## src/rtl/mdu_hilo_if.sv

```systemverilog
// Issue/result bundle between the pipeline and the multiply/divide unit.
// The master is the pipeline side. The slave is the mdu_hilo unit.
interface mdu_hilo_if #(
    parameter int WIDTH = 32
);
    logic             start;
    logic [1:0]       op;
    logic [WIDTH-1:0] rs_data;
    logic [WIDTH-1:0] rt_data;
    logic             mthi;
    logic             mtlo;
    logic [WIDTH-1:0] wdata;
    logic             busy;
    logic             done;
    logic [WIDTH-1:0] hi;
    logic [WIDTH-1:0] lo;

    modport master (
        output start, op, rs_data, rt_data, mthi, mtlo, wdata,
        input  busy, done, hi, lo
    );

    modport slave (
        input  start, op, rs_data, rt_data, mthi, mtlo, wdata,
        output busy, done, hi, lo
    );
endinterface

```

## src/rtl/mdu_hilo.sv

```systemverilog
// Iterative MULT/MULTU/DIV/DIVU unit holding the architectural HI/LO registers.
// It takes WIDTH steps per operation. HI and LO update only on completion, on MTHI/MTLO, or on reset.
module mdu_hilo #(
    parameter int WIDTH = 32
) (
    input logic       clk,
    input logic       rst,
    mdu_hilo_if.slave bus
);
    localparam int CW = $clog2(WIDTH);

    typedef enum logic {sIdle, sRun} mduState_t;

    mduState_t        state;
    logic [CW-1:0]    cnt;
    logic             isDiv;
    logic             negRes;
    logic             negRem;
    logic             divZero;
    logic [WIDTH-1:0] aMag;
    logic [WIDTH-1:0] bMag;
    logic [WIDTH-1:0] accHi;
    logic [WIDTH-1:0] accLo;
    logic [WIDTH-1:0] hiReg;
    logic [WIDTH-1:0] loReg;
    logic             busyReg;
    logic             doneReg;

    logic             aNeg;
    logic             bNeg;
    logic [WIDTH:0]   prodSum;
    logic [WIDTH:0]   divShift;
    logic             divGe;
    logic [WIDTH-1:0] divDiff;
    logic [WIDTH-1:0] nextHi;
    logic [WIDTH-1:0] nextLo;
    logic [2*WIDTH-1:0] product;
    logic [2*WIDTH-1:0] prodFix;
    logic [WIDTH-1:0] resHi;
    logic [WIDTH-1:0] resLo;

    assign bus.busy = busyReg;
    assign bus.done = doneReg;
    assign bus.hi   = hiReg;
    assign bus.lo   = loReg;

    // For the multiply, accHi:accLo is the product and accLo initially holds the multiplier.
    // For the divide, accHi is the partial remainder and accLo shifts the dividend out and the quotient in.
    always_comb begin
        aNeg     = ~bus.op[0] & bus.rs_data[WIDTH-1];
        bNeg     = ~bus.op[0] & bus.rt_data[WIDTH-1];
        prodSum  = {1'b0, accHi} + {1'b0, (accLo[0] ? aMag : {WIDTH{1'b0}})};
        divShift = {accHi, accLo[WIDTH-1]};
        divGe    = divShift >= {1'b0, bMag};
        divDiff  = divShift[WIDTH-1:0] - bMag;
        if (isDiv) begin
            nextHi = divGe ? divDiff : divShift[WIDTH-1:0];
            nextLo = {accLo[WIDTH-2:0], divGe};
        end else begin
            nextHi = prodSum[WIDTH:1];
            nextLo = {prodSum[0], accLo[WIDTH-1:1]};
        end
        product = {nextHi, nextLo};
        prodFix = negRes ? -product : product;
        // Divide by zero leaves the dividend magnitude as the remainder.
        // Applying the dividend sign to it gives back the original rs_data.
        if (isDiv) begin
            resHi = negRem ? -nextHi : nextHi;
            resLo = divZero ? {WIDTH{1'b1}} : (negRes ? -nextLo : nextLo);
        end else begin
            resHi = prodFix[2*WIDTH-1:WIDTH];
            resLo = prodFix[WIDTH-1:0];
        end
    end

    always_ff @(posedge clk) begin
        if (rst) begin
            state   <= sIdle;
            cnt     <= '0;
            isDiv   <= 1'b0;
            negRes  <= 1'b0;
            negRem  <= 1'b0;
            divZero <= 1'b0;
            aMag    <= '0;
            bMag    <= '0;
            accHi   <= '0;
            accLo   <= '0;
            hiReg   <= '0;
            loReg   <= '0;
            busyReg <= 1'b0;
            doneReg <= 1'b0;
        end else begin
            doneReg <= 1'b0;
            case (state)
                sIdle: begin
                    if (bus.start) begin
                        state   <= sRun;
                        cnt     <= '0;
                        busyReg <= 1'b1;
                        isDiv   <= bus.op[1];
                        negRes  <= aNeg ^ bNeg;
                        negRem  <= aNeg;
                        divZero <= (bus.rt_data == '0);
                        aMag    <= aNeg ? -bus.rs_data : bus.rs_data;
                        bMag    <= bNeg ? -bus.rt_data : bus.rt_data;
                        accHi   <= '0;
                        if (bus.op[1]) accLo <= aNeg ? -bus.rs_data : bus.rs_data;
                        else           accLo <= bNeg ? -bus.rt_data : bus.rt_data;
                    end else begin
                        if (bus.mthi) hiReg <= bus.wdata;
                        if (bus.mtlo) loReg <= bus.wdata;
                    end
                end
                sRun: begin
                    accHi <= nextHi;
                    accLo <= nextLo;
                    cnt   <= cnt + 1'b1;
                    if (cnt == CW'(WIDTH-1)) begin
                        hiReg   <= resHi;
                        loReg   <= resLo;
                        doneReg <= 1'b1;
                        busyReg <= 1'b0;
                        state   <= sIdle;
                    end
                end
                default: state <= sIdle;
            endcase
        end
    end
endmodule

```

## src/flat_wrapper.sv

```systemverilog
// flat-port wrapper written by rule: the top's interface ports become plain ports
module mdu_hilo_flat 
#(
    parameter int WIDTH = 32
)
  (clk, rst, bus_start, bus_op, bus_rs_data, bus_rt_data, bus_mthi, bus_mtlo, bus_wdata, bus_busy, bus_done, bus_hi, bus_lo);
  mdu_hilo_if #(.WIDTH(WIDTH)) bus_i ();
  input logic clk;
  input logic rst;
  input wire logic [$bits(bus_i.start)-1:0] bus_start;
  input wire logic [$bits(bus_i.op)-1:0] bus_op;
  input wire logic [$bits(bus_i.rs_data)-1:0] bus_rs_data;
  input wire logic [$bits(bus_i.rt_data)-1:0] bus_rt_data;
  input wire logic [$bits(bus_i.mthi)-1:0] bus_mthi;
  input wire logic [$bits(bus_i.mtlo)-1:0] bus_mtlo;
  input wire logic [$bits(bus_i.wdata)-1:0] bus_wdata;
  output wire logic [$bits(bus_i.busy)-1:0] bus_busy;
  output wire logic [$bits(bus_i.done)-1:0] bus_done;
  output wire logic [$bits(bus_i.hi)-1:0] bus_hi;
  output wire logic [$bits(bus_i.lo)-1:0] bus_lo;
  assign bus_i.start = bus_start;
  assign bus_i.op = bus_op;
  assign bus_i.rs_data = bus_rs_data;
  assign bus_i.rt_data = bus_rt_data;
  assign bus_i.mthi = bus_mthi;
  assign bus_i.mtlo = bus_mtlo;
  assign bus_i.wdata = bus_wdata;
  assign bus_busy = bus_i.busy;
  assign bus_done = bus_i.done;
  assign bus_hi = bus_i.hi;
  assign bus_lo = bus_i.lo;
  mdu_hilo #(.WIDTH(WIDTH)) u_core (.clk(clk), .rst(rst), .bus(bus_i));
endmodule
```

## config.mk

```make
export PLATFORM = sky130hd
export DESIGN_NAME = mdu_hilo_flat
export DESIGN_NICKNAME = d
export VERILOG_FILES = /design/src/rtl/mdu_hilo_if.sv /design/src/rtl/mdu_hilo.sv /design/src/flat_wrapper.sv
export SDC_FILE = /design/constraint.sdc
export NUM_CORES = 1
export LEC_CHECK = 0
export BUFFER_PORTS_ARGS = -buffer_cell sky130_fd_sc_hd__buf_4
export CELL_PAD_IN_SITES_DETAIL_PLACEMENT = 0
export CELL_PAD_IN_SITES_GLOBAL_PLACEMENT = 2
export CORE_MARGIN = 3
export CORE_UTILIZATION = 30
export DETAILED_ROUTE_END_ITERATION = 10
export GPL_ROUTABILITY_DRIVEN = 0
export GPL_TIMING_DRIVEN = 1
export PLACE_DENSITY_LB_ADDON = 0.1
export SLEW_MARGIN = 5
export SYNTH_ARGS = -nofsm -noshare
export SYNTH_HDL_FRONTEND = slang
export SYNTH_SLANG_ARGS = --single-unit
```

## constraint.sdc

```tcl
create_clock -name clk -period 5.9 [get_ports clk]
set_clock_uncertainty 0.15 [all_clocks]
set_input_delay 1.18 -clock clk [delete_from_list [all_inputs] [get_ports clk]]
set_output_delay 1.18 -clock clk [all_outputs]
set_load 0.02 [all_outputs]
```

# --- Word-level counts from Yosys, hierarchy flattened ---
# Index checks and enable logic that the tools add are counted.
word_totals:
  register_bits: 204
  latch_bits: 0
  mem_bits_rw: 0
  mem_bits_ro: 0
  inputBits: 103
  word_cells: 74
  memories: 0
op_classes:
  n_addsub: 8
  mul: 0
  n_div: 0
  order_cmp: 1
  n_eq_ne: 6
  n_shift: 0
  n_mux: 34
  n_bitwise: 5
  n_reduce_logical: 6
ops:
  columns: ["op", "count"]
  rows:
  - ["$mux 32", 20]
  - ["$pmux 32 s2", 4]
  - ["$neg 32->32", 4]
  - ["$mux 64", 1]
  - ["$neg 64->64", 1]
  - ["$add 32x32->33", 1]
  - ["$ge 33x32->1", 1]
  - ["$logic_not 32->1", 1]
  - ["$sub 32x32->32", 1]
  - ["$ne 2x2->1 const B", 5]
  - ["$pmux 5 s2", 1]
  - ["$reduce_and 3->1", 2]
  - ["$add 5x1->5 const B", 1]
  - ["$eq 5x5->1 const B", 1]
  - ["$mux 1", 5]
  - ["$mux 5", 1]
  - ["$pmux 1 s2", 2]
  - ["$reduce_and 2->1", 2]
  - ["$and 1x1->1", 2]
  - ["$not 1->1", 2]
  - ["$reduce_or 2->1", 1]
  - ["$xor 1x1->1", 1]

# --- Longest topological paths before layout ---
# Gate-level depths: netlist of the first run.
depth:
  ltp_word: 9
  mapped_depth: 25

# --- Worst setup path before layout of the first run ---
# Ideal clock, no wire load.
synth_path:
  path_type: "register -> register"
  from: "register u_core.accHi[9]"
  to: "register u_core.hiReg[30], in the netlist u_core.bus.hi[30]"
  arrival_time_ns: 5.028
  required_time_ns: 5.663
  setup_slack_ns: 0.635
  stages_incl_launch_ff: 25
  path_buffers: 3
  period_less_slack_ns: 5.265
  path_cell_list: "dfxtp_1 ha_1 buf_6 a21oi_1 o221ai_1 o21ba_2 o31ai_4 buf_6 buf_2 a31oi_1 inv_1 ha_1 nor3b_1 o221ai_1 or2_1 nor2_1 nand3_1 nor4_1 a41oi_1 a21oi_1 a21boi_1 o21a_1 a21oi_1 xor2_1 a221oi_2"
synth_between:
  elab_chain_cells: 8
  word_cells_on_any_way: 13
synth_lines:
  columns: ["element", "line_no", "text"]
  rows:
  - ["start, declared", "mdu_hilo.sv:22", "logic [WIDTH-1:0] accHi;"]
  - ["start signal, assigned", "mdu_hilo.sv:115", "accHi <= nextHi;"]
  - ["$sub 32x32->32 or $ge 33x32->1 (tied branches)", "mdu_hilo.sv:55, mdu_hilo.sv:54", null]
  - ["$mux 32", "mdu_hilo.sv:57", "nextHi = divGe ? divDiff : divShift[WIDTH-1:0];"]
  - ["$mux 32", "mdu_hilo.sv:56", "if (isDiv) begin"]
  - ["$neg 64->64 or $neg 32->32 (tied branches)", "mdu_hilo.sv:64, mdu_hilo.sv:68", null]
  - ["$mux 64 or $mux 32 (tied branches)", "mdu_hilo.sv:64, mdu_hilo.sv:68", null]
  - ["$mux 32 (*)", "mdu_hilo.sv:67", "if (isDiv) begin"]
  - ["$mux 32 (*)", "mdu_hilo.sv:118", "if (cnt == CW'(WIDTH-1)) begin"]
  - ["$pmux 32 s2 (*)", "mdu_hilo.sv:94", "case (state)"]
  - ["end signal, assigned", "mdu_hilo.sv:110", "if (bus.mthi) hiReg <= bus.wdata;"]
  - ["end signal, assigned", "mdu_hilo.sv:119", "hiReg <= resHi;"]
  - ["end, declared", "mdu_hilo.sv:24", "logic [WIDTH-1:0] hiReg;"]
# Mark *: on every way between the ends. The rest lies on a longest branch, timed or not. The select of a mux whose other input is x is not followed.
# A chain may end at the register's enable or synchronous reset.

# --- Final worst setup path of the first run ---
layout_path:
  from: "register u_core.accHi[7]"
  to: "register u_core.hiReg[28], in the netlist u_core.bus.hi[28]"
# The elaborated chain is that of the path after synthesis.

==> reports/qor.txt, run 1 <==
========================================================================================
Status .................................................................... finished, final reports clean
Required time worst endpoint ..............................................      6.22 ns
Setup TNS Final ...........................................................         0 ns
CTS tree ..................................................................          yes
Root buffer cell .......................................................... sky130_fd_sc_hd__clkbuf_16
Seq pwr share .............................................................        32.4%
Area share of and/or/nand/nor cells after synthesis .......................        23.6%
Fraction of power consumed by combinational cells .........................        31.4%
Layout filler cell count ..................................................        5,912
Clock period minus final worst setup slack ................................      5.39 ns
Area enclosed by the die boundary .........................................   59,200 µm²
Source-to-sink clock delay at the later pin of the worst-skew pair ........      0.58 ns
Transition time of the tightest slew-check pin ............................      1.15 ns
Critical path start-end classification ....................................      reg2reg
Final worst-path cycle share ..............................................        91.4%
Switching power as a share of total power .................................        36.6%
Count of antenna diodes in the layout .....................................            0
Net count after synthesis .................................................        2,453
Remaining DRCs ............................................................            0
First-iteration detailed-routing DRC count ................................        1,408
Leakage ...................................................................      7.69 nW
Net total in the final layout .............................................        2,541
Largest family of logic cells by synthesized area ......................... compound AO/OA/AOI/OAI gates
Post-synthesis instance total .............................................        2,278
Count of input and output buffers .........................................          168
Synth async-reset ratio ...................................................           0%
Number of cell rows .......................................................           86
CTS max path bufs .........................................................            3
Final antenna-violating net count .........................................            0
Total iterations of the first detailed-routing run ........................            7
Element type at the critical path end .....................................         flop
Clock power share .........................................................        36.2%
Final-report max-slew violation count .....................................            0
Deepest level of the CTS H-tree ...........................................            1
Unrepaired setup endpoints after global routing ...........................        false
Class of the worst hold path ..............................................      reg2reg
Post-detailed-route via-to-cell ratio .....................................         5.63
Adder-cell share of the synthesized area ..................................        5.42%
Routed wire length per instance ...........................................      24.9 µm
Final Routed Wirelength ...................................................      77.9 mm
Area added between synthesis and finish ...................................        17.1%
Share of the synthesized netlist area taken by xor and xnor gates .........        7.67%
Ys flop type .............................................................. sky130_fd_sc_hd__dfxtp_1
Clock net sink count ......................................................          204
Register clock-pin slew on the reported worst setup and hold paths ........      0.06 ns
Synthesized area ..........................................................   16,900 µm²
Cell-internal power .......................................................      3.04 mW
Total half-perimeter wirelength after legalization and detailed placement .      61.5 mm
Synth Register Bits .......................................................          204
Compound-Gate Fraction of Synth Area ......................................        28.6%
Peak Freq .................................................................      185 MHz
Worst path arrival time ...................................................      5.72 ns
Maximum number of pins on one net before global-route repair ..............           94
Critical path fanouts, max ................................................            7
Number of warnings reported in the yosys synthesis log ....................            0
Initial antenna violation count ...........................................            0
Number of hold-repair buffers added at the cts stage ......................            0
Total routing usage reported by global routing ............................        25.3%
Top-level I/O count .......................................................          169
Proportion of synthesized area in mux cells ...............................        5.01%
Average instance area after synthesis .....................................     7.42 µm²
Final core area utilization ...............................................        35.7%
Via count of the first global-routing pass ................................        16.8k
Pwr per Cell Area .........................................................   242 nW/µm²
Die H .....................................................................       243 µm
Net switching power .......................................................      1.76 mW
Starting density of the core ..............................................        30.5%
Final number of hold-violating endpoints ..................................            0
Number of distinct standard cells referenced by the synthesized netlist ...           94
Portion of the post-synthesis area used by sequential elements ............        24.2%
Worst slew slack as a fraction of its limit ...............................        23.3%
Number of max-cap violations ..............................................            0
Global route overflow .....................................................            0
Worst setup margin ........................................................     0.507 ns
Die W .....................................................................       243 µm
CTS buffer count ..........................................................           27
First-pass GRT wire length ................................................       114 mm
Number of vias in the routed layout .......................................        17.7k
Number of synthesized flops with an enable pin ............................            0
Maximum ir drop on the vdd rail ...........................................   0.000158 V
Fraction of final layout cells with drive strength greater than 1 .........        13.1%
CORE AREA .................................................................   55,400 µm²
Minimum setup slack among reg-to-reg paths ................................      0.51 ns
Kind of launch point of the worst setup path ..............................         flop
Number of setup violations in the final report ............................            0
Dpl ws ....................................................................     0.364 ns
========================================================================================
-- repair_timing --
action | CTS | global route
buffers inserted | 0 | 0
setup endpoints to repair | 0 | 4
resized for setup | 0 | 3
-- per-stage QoR --
| stage | hold WS (ns) | cells | power (mW) | cell area, µm² |
|---|---|---|---|---|
| final | 0.306 | 3135 | 4.80 | 19800 |
| after detailed placement | 0.297 | 3085 | 3.07 | 18900 |
| after floorplan | 0.282 | 2278 | 2.51 | 16900 |
| after global routing | 0.326 | 3135 | 5.02 | 19800 |
| after CTS | 0.305 | 3135 | 4.83 | 19800 |
| after global placement | 0.296 | 3085 | 3.08 | 18900 |
-- state kept, by name, summed over array words and instances, names as in the netlist --
| register | cells |
|---|---|
| u_core.bus.done | 1 |
| u_core.accLo | 32 |
| u_core.state | 1 |
| u_core.divZero | 1 |
| u_core.bus.hi | 32 |
| u_core.bMag | 32 |
| u_core.bus.lo | 32 |
| u_core.isDiv | 1 |
| u_core.cnt | 5 |
| u_core.negRem | 1 |
| u_core.bus.busy | 1 |
| u_core.aMag | 32 |
| u_core.accHi | 32 |
| u_core.negRes | 1 |
-- path summary, 6_finish.rpt --
| path | startpoint | endpoint | depth (start not counted) |
|---|---|---|---|
| setup reg to reg | u_core.accHi[7] | u_core.bus.hi[28] | 21 |
| hold / removal | u_core.bus.hi[18] | u_core.bus.hi[18] | 2 |
| setup / recovery | u_core.accHi[7] | u_core.bus.hi[28] | 21 |
| hold reg to reg | u_core.bus.hi[18] | u_core.bus.hi[18] | 2 |
-- logic make-up after synthesis --
kind of cell    Yosys count
mux                      84
buf+inv                 229
flops                   204
xor+xnor                148
compound gates          743
simple gates            798
fa+ha+maj                72
-- per-layer routing --
layer  global-route usage, %  up-vias  part of all wire [%]
met5                       0        -                     0
met4                    7.15        0                   3.0
met3                    2.70       82                   5.1
met2                    40.4      494                    45
met1                    36.2     8582                    47
li1                        -     8501                     -
-- cell type report --
type                            count  area [µm²]  area share, %
Multi-Input combinational cell   1845       11900           60.2
Clock inverter                      9         141          0.715
Sequential cell                   204        4090           20.7
Timing Repair Buffer              217        1650           8.36
Inverter                           71         267           1.35
Tap cell                          748         936           4.73
Clock buffer                       41         778           3.93
-- power by group through the flow --
stage                     combinational, mW  sequential, mW  clock, mW
after floorplan                       0.928            1.58          0
after global placement                 1.50            1.58          0
after detailed placement               1.49            1.58          0
after CTS                              1.50            1.55       1.78
after global routing                   1.63            1.57       1.82
final                                  1.50            1.55       1.74
-- layout by cell type, fill, tap and decap left out, types with 11 or more instances in the layout --
cell | Yosys | layout
sky130_fd_sc_hd__nor3b_1 | 41 | 40
sky130_fd_sc_hd__nand2b_1 | 31 | 31
sky130_fd_sc_hd__o21a_1 | 12 | 12
sky130_fd_sc_hd__nor4_1 | 16 | 16
sky130_fd_sc_hd__clkbuf_16 | 0 | 27
sky130_fd_sc_hd__inv_1 | 71 | 70
sky130_fd_sc_hd__xnor2_1 | 75 | 75
sky130_fd_sc_hd__ha_1 | 70 | 70
sky130_fd_sc_hd__buf_4 | 2 | 215
sky130_fd_sc_hd__o21bai_1 | 11 | 11
sky130_fd_sc_hd__and3_1 | 16 | 16
sky130_fd_sc_hd__a31oi_1 | 52 | 51
sky130_fd_sc_hd__nor2b_1 | 44 | 43
sky130_fd_sc_hd__nor2_1 | 240 | 240
sky130_fd_sc_hd__xor2_1 | 73 | 73
sky130_fd_sc_hd__nor3_1 | 64 | 64
sky130_fd_sc_hd__dfxtp_1 | 204 | 202
sky130_fd_sc_hd__a21oi_1 | 215 | 211
sky130_fd_sc_hd__mux2i_1 | 79 | 79
sky130_fd_sc_hd__or3_1 | 17 | 17
sky130_fd_sc_hd__a211oi_1 | 136 | 136
sky130_fd_sc_hd__nand4_1 | 24 | 24
sky130_fd_sc_hd__a21o_1 | 19 | 19
sky130_fd_sc_hd__nand3_1 | 49 | 49
sky130_fd_sc_hd__o31ai_1 | 11 | 11
sky130_fd_sc_hd__and2_1 | 42 | 42
sky130_fd_sc_hd__nand2_1 | 164 | 164
sky130_fd_sc_hd__o211ai_1 | 22 | 22
sky130_fd_sc_hd__o21ai_0 | 147 | 147
-- cells in the mapped netlist, drive strengths merged (7+ instances only) --
cell | number | area share (%)
and2 | 42 | 1.6
mux2i | 79 | 4.7
nand3b | 7 | 0.31
nor3 | 67 | 2.1
o221ai | 7 | 0.40
a21o | 19 | 0.84
o31ai | 12 | 0.61
inv | 71 | 1.6
o21a | 12 | 0.53
or2 | 10 | 0.39
nor3b | 41 | 1.8
a221oi | 10 | 0.59
o21bai | 11 | 0.49
ha | 70 | 5.2
nor4 | 16 | 0.59
xor2 | 73 | 3.8
a22oi | 11 | 0.55
buf | 40 | 1.3
nand2b | 31 | 1.1
nor2 | 241 | 5.4
or3 | 17 | 0.63
clkbuf | 118 | 2.6
xnor2 | 75 | 3.9
nand2 | 166 | 3.7
nand4 | 26 | 1.0
a31oi | 53 | 2.0
and3 | 16 | 0.59
a211o | 7 | 0.36
o41ai | 7 | 0.41
nor2b | 44 | 1.6
a21oi | 218 | 6.6
o22ai | 7 | 0.26
a211oi | 137 | 6.1
nand3 | 49 | 1.5
or4 | 11 | 0.51
o211ai | 22 | 0.98
dfxtp | 204 | 24
o21ai | 153 | 4.5
-- critical path: stages (launching register included) --
cell                        delay, ns
sky130_fd_sc_hd__dfxtp_1         0.35
sky130_fd_sc_hd__ha_1            0.41
sky130_fd_sc_hd__a21oi_1         0.27
sky130_fd_sc_hd__o221ai_1        0.19
sky130_fd_sc_hd__o21ba_2         0.29
sky130_fd_sc_hd__o31ai_4         0.30
sky130_fd_sc_hd__a31oi_1         0.22
sky130_fd_sc_hd__inv_1           0.10
sky130_fd_sc_hd__ha_1            0.18
sky130_fd_sc_hd__nor3b_2         0.21
sky130_fd_sc_hd__o221ai_1        0.18
sky130_fd_sc_hd__or2_1           0.28
sky130_fd_sc_hd__nor2_1          0.18
sky130_fd_sc_hd__nand3_1         0.13
sky130_fd_sc_hd__nor4_1          0.33
sky130_fd_sc_hd__buf_4           0.21
sky130_fd_sc_hd__a21oi_1         0.13
sky130_fd_sc_hd__nand2_1         0.22
sky130_fd_sc_hd__nor4bb_1        0.29
sky130_fd_sc_hd__a21oi_1         0.13
sky130_fd_sc_hd__xnor2_1         0.16
sky130_fd_sc_hd__a2111oi_1       0.38
Note: power is estimated with default switching activity, not from simulation.
==> run 2, diff against run 1 <==
- RECOVER_POWER: default -> 25
==> reports/qor.txt, run 2 (synthesis gave the netlist of run 1 again) <==
========================================================================================
Clock power share .........................................................        36.4%   +0.2 points
Hold wc startpoint ........................................................ u_core.bus.hi[18]
Combined area of the multi-input logic cells ..............................   11,900 µm²   unchanged
Class of the worst hold path ..............................................      reg2reg
Starting density of the core ..............................................        30.5%   unchanged
First-iteration detailed-routing DRC count ................................        1,363   -3.2%
Ordered list of cells on the worst path ................................... ha_1 -> a21oi_1 -> o221ai_1 -> o21ba_2 -> o31ai_4 -> a31oi_1 -> inv_1 -> ha_1 -> nor3b_2 -> o221ai_1 -> or2_1 -> nor2_1 -> nand3_1 -> nor4_1 -> buf_4 -> a21oi_1 -> nand2_1 -> nor4bb_1 -> a21oi_1 -> xnor2_1 -> a2111oi_1
Leading cell types in the layout, fill and taps excluded .................. sky130_fd_sc_hd__nor2_1, sky130_fd_sc_hd__a21oi_1, sky130_fd_sc_hd__dfxtp_1
Clock period minus final worst setup slack ................................      5.39 ns   -0.000149 ns
Layout filler cell count ..................................................        5,965   +0.90%
First-pass GRT wire length ................................................       114 mm   unchanged
Leakage ...................................................................      7.44 nW   -3.3%
Critical path start-end classification ....................................      reg2reg
Remaining DRCs ............................................................            0   unchanged
Pwr per Cell Area .........................................................   244 nW/µm²   +0.83%
Worst path arrival time ...................................................      5.71 ns   about the same
Most frequent cell on the critical path ................................... sky130_fd_sc_hd__a21oi_1
Kind of launch point of the worst setup path ..............................         flop
Maximum ir drop on the vdd rail ...........................................   0.000161 V   +1.5%
Largest stage delay on the critical path ..................................      0.41 ns   about the same
Number of vias in the routed layout .......................................        17.7k   +0.22%
Final Routed Wirelength ...................................................      77.9 mm   about the same
Clock net sink count ......................................................          204   unchanged
Number of cell rows .......................................................           86   unchanged
Final number of hold-violating endpoints ..................................            0   unchanged
Setup TNS Final ...........................................................         0 ns   unchanged
Reg-to-reg startpoint ..................................................... u_core.accHi[7]
Top-level I/O count .......................................................          169   unchanged
Unrepaired setup endpoints after global routing ...........................        false
Fraction of power consumed by combinational cells .........................        31.1%   -0.3 points
Initial antenna violation count ...........................................            0   unchanged
Maximum number of pins on one net before global-route repair ..............           94   unchanged
CTS max path bufs .........................................................            3   unchanged
Root buffer cell .......................................................... sky130_fd_sc_hd__clkbuf_16
Number of max-cap violations ..............................................            2   +2
Cell-internal power .......................................................      3.02 mW   -0.59%
Deepest level of the CTS H-tree ...........................................            1   unchanged
Status .................................................................... finished, violations left
Critical path fanouts, max ................................................            7   unchanged
Count of input and output buffers .........................................          168   unchanged
Final-report max-slew violation count .....................................          131   +131
Final worst-path cycle share ..............................................        91.4%   about the same
Number of setup violations in the final report ............................            0   unchanged
Area added between synthesis and finish ...................................        15.8%
Most frequent standard cell in the layout excluding fill and tap cells .... sky130_fd_sc_hd__nor2_1
Switching power as a share of total power .................................        36.8%   +0.16 points
Element type at the critical path end .....................................         flop
Overall power consumption .................................................      4.78 mW   -0.34%
CORE AREA .................................................................   55,400 µm²   unchanged
Die W .....................................................................       243 µm   unchanged
CTS buffer count ..........................................................           27   unchanged
Critical Path Start ....................................................... u_core.accHi[7]
Sequential Area ...........................................................     4090 µm²   about the same
Via count of the first global-routing pass ................................        16.8k   unchanged
Routed wire length per instance ...........................................      24.8 µm   -0.13%
CTS tree ..................................................................          yes
Global route overflow .....................................................            0   unchanged
Fraction of final layout cells with drive strength greater than 1 .........        10.5%   -2.6 points
Required time worst endpoint ..............................................      6.22 ns   about the same
Worst slew slack as a fraction of its limit ...............................        -112%   -140 points
Worst path slowest cell ................................................... sky130_fd_sc_hd__ha_1
Total half-perimeter wirelength after legalization and detailed placement .      61.5 mm   unchanged
Total routing usage reported by global routing ............................        25.3%   unchanged
Register clock-pin slew on the reported worst setup and hold paths ........      0.06 ns   about the same
Area enclosed by the die boundary .........................................   59,200 µm²   unchanged
Transition time of the tightest slew-check pin ............................      3.18 ns   +2.03 ns
Hold Worst Slack ..........................................................     0.304 ns   -0.00190 ns
Net switching power .......................................................      1.76 mW   about the same
Die H .....................................................................       243 µm   unchanged
Net total in the final layout .............................................        2,541   unchanged
Total iterations of the first detailed-routing run ........................            5   -2
Post-detailed-route via-to-cell ratio .....................................         5.64   +0.18%
Source-to-sink clock delay at the later pin of the worst-skew pair ........      0.58 ns   about the same
Failing checks ............................................................ capacitance limit, slew limit
Final antenna-violating net count .........................................            0   unchanged
Peak Freq .................................................................      185 MHz   about the same
Seq pwr share .............................................................        32.5%   about the same
========================================================================================
==> run 2: cell count changes in the layout (fill, tap and decap cells not counted) <==
cell	delta
sky130_fd_sc_hd__buf_4	-61
sky130_fd_sc_hd__clkbuf_1	+61
sky130_fd_sc_hd__dfxtp_1	+1
sky130_fd_sc_hd__dfxtp_4	-1
sky130_fd_sc_hd__diode_2	+1
==> run 2: path summary, 6_finish.rpt <==
path	end	slack, ns	cells after the start
max	u_core.bus.hi[28]	0.51	21
min reg2reg	u_core.bus.hi[18]	0.30	2
min	u_core.bus.hi[18]	0.30	2
max reg2reg	u_core.bus.hi[28]	0.51	21
==> run 2: power by group through the flow <==
stage | sequential [mW] | clock [mW] | combinational (mW)
after detailed placement | 1.58 | 0 | 1.49
after global routing | 1.57 | 1.82 | 1.61
after global placement | 1.58 | 0 | 1.50
after floorplan | 1.58 | 0 | 0.928
final | 1.55 | 1.74 | 1.49
after CTS | 1.55 | 1.78 | 1.50
==> run 2: repair_timing <==
item | in CTS | in global routing
hold buffers | 0 | 0
buffers inserted | 0 | 0
resized for setup | 0 | 3
endpoints found under the setup margin | 0 | 4
hold endpoints to repair | 0 | 0
==> run 2: cell type report <==
cell class / count / share of cell area (%)
clock buffers: 41 / 3.98
repair buffers: 217 / 7.29
flip-flops and latches: 204 / 20.9
diodes: 1 / 0.0128
inverters: 71 / 1.36
well taps: 748 / 4.79
clock inverters: 9 / 0.723
multi-input cells: 1845 / 60.9
==> run 2: critical path: cells and delay by family (launching register included) <==
| family | cells | cell delay, ns |
|---|---|---|
| xor gates and xnor gates | 1 | 0.16 |
| and+or+nand+nor | 7 | 1.65 |
| buffers and inverters | 2 | 0.30 |
| adders and majority gates | 2 | 0.59 |
| AOI/OAI and AO/OA | 9 | 2.10 |
| DFF | 1 | 0.34 |
==> run 2: routing by layer <==
| layer | vias to the layer above | global-route usage (%) | part of all wire (%) |
|---|---|---|---|
| met4 | 0 | 7.15 | 2.9 |
| met5 | - | 0 | 0 |
| li1 | 8506 | - | - |
| met1 | 8610 | 36.2 | 47 |
| met3 | 76 | 2.70 | 5.3 |
| met2 | 505 | 40.4 | 45 |
==> run 2: through the flow <==
step                setup WS [ns]  utilization, %  std cells  instance area [µm²]
floorplan                   0.635               -       2278                16900
global placement            0.412            34.0       3085                18900
detailed placement          0.364            34.0       3085                18900
CTS                         0.348            35.7       3135                19800
global route               0.0592            35.3       3135                19600
finish                      0.507            35.3       3136                19600
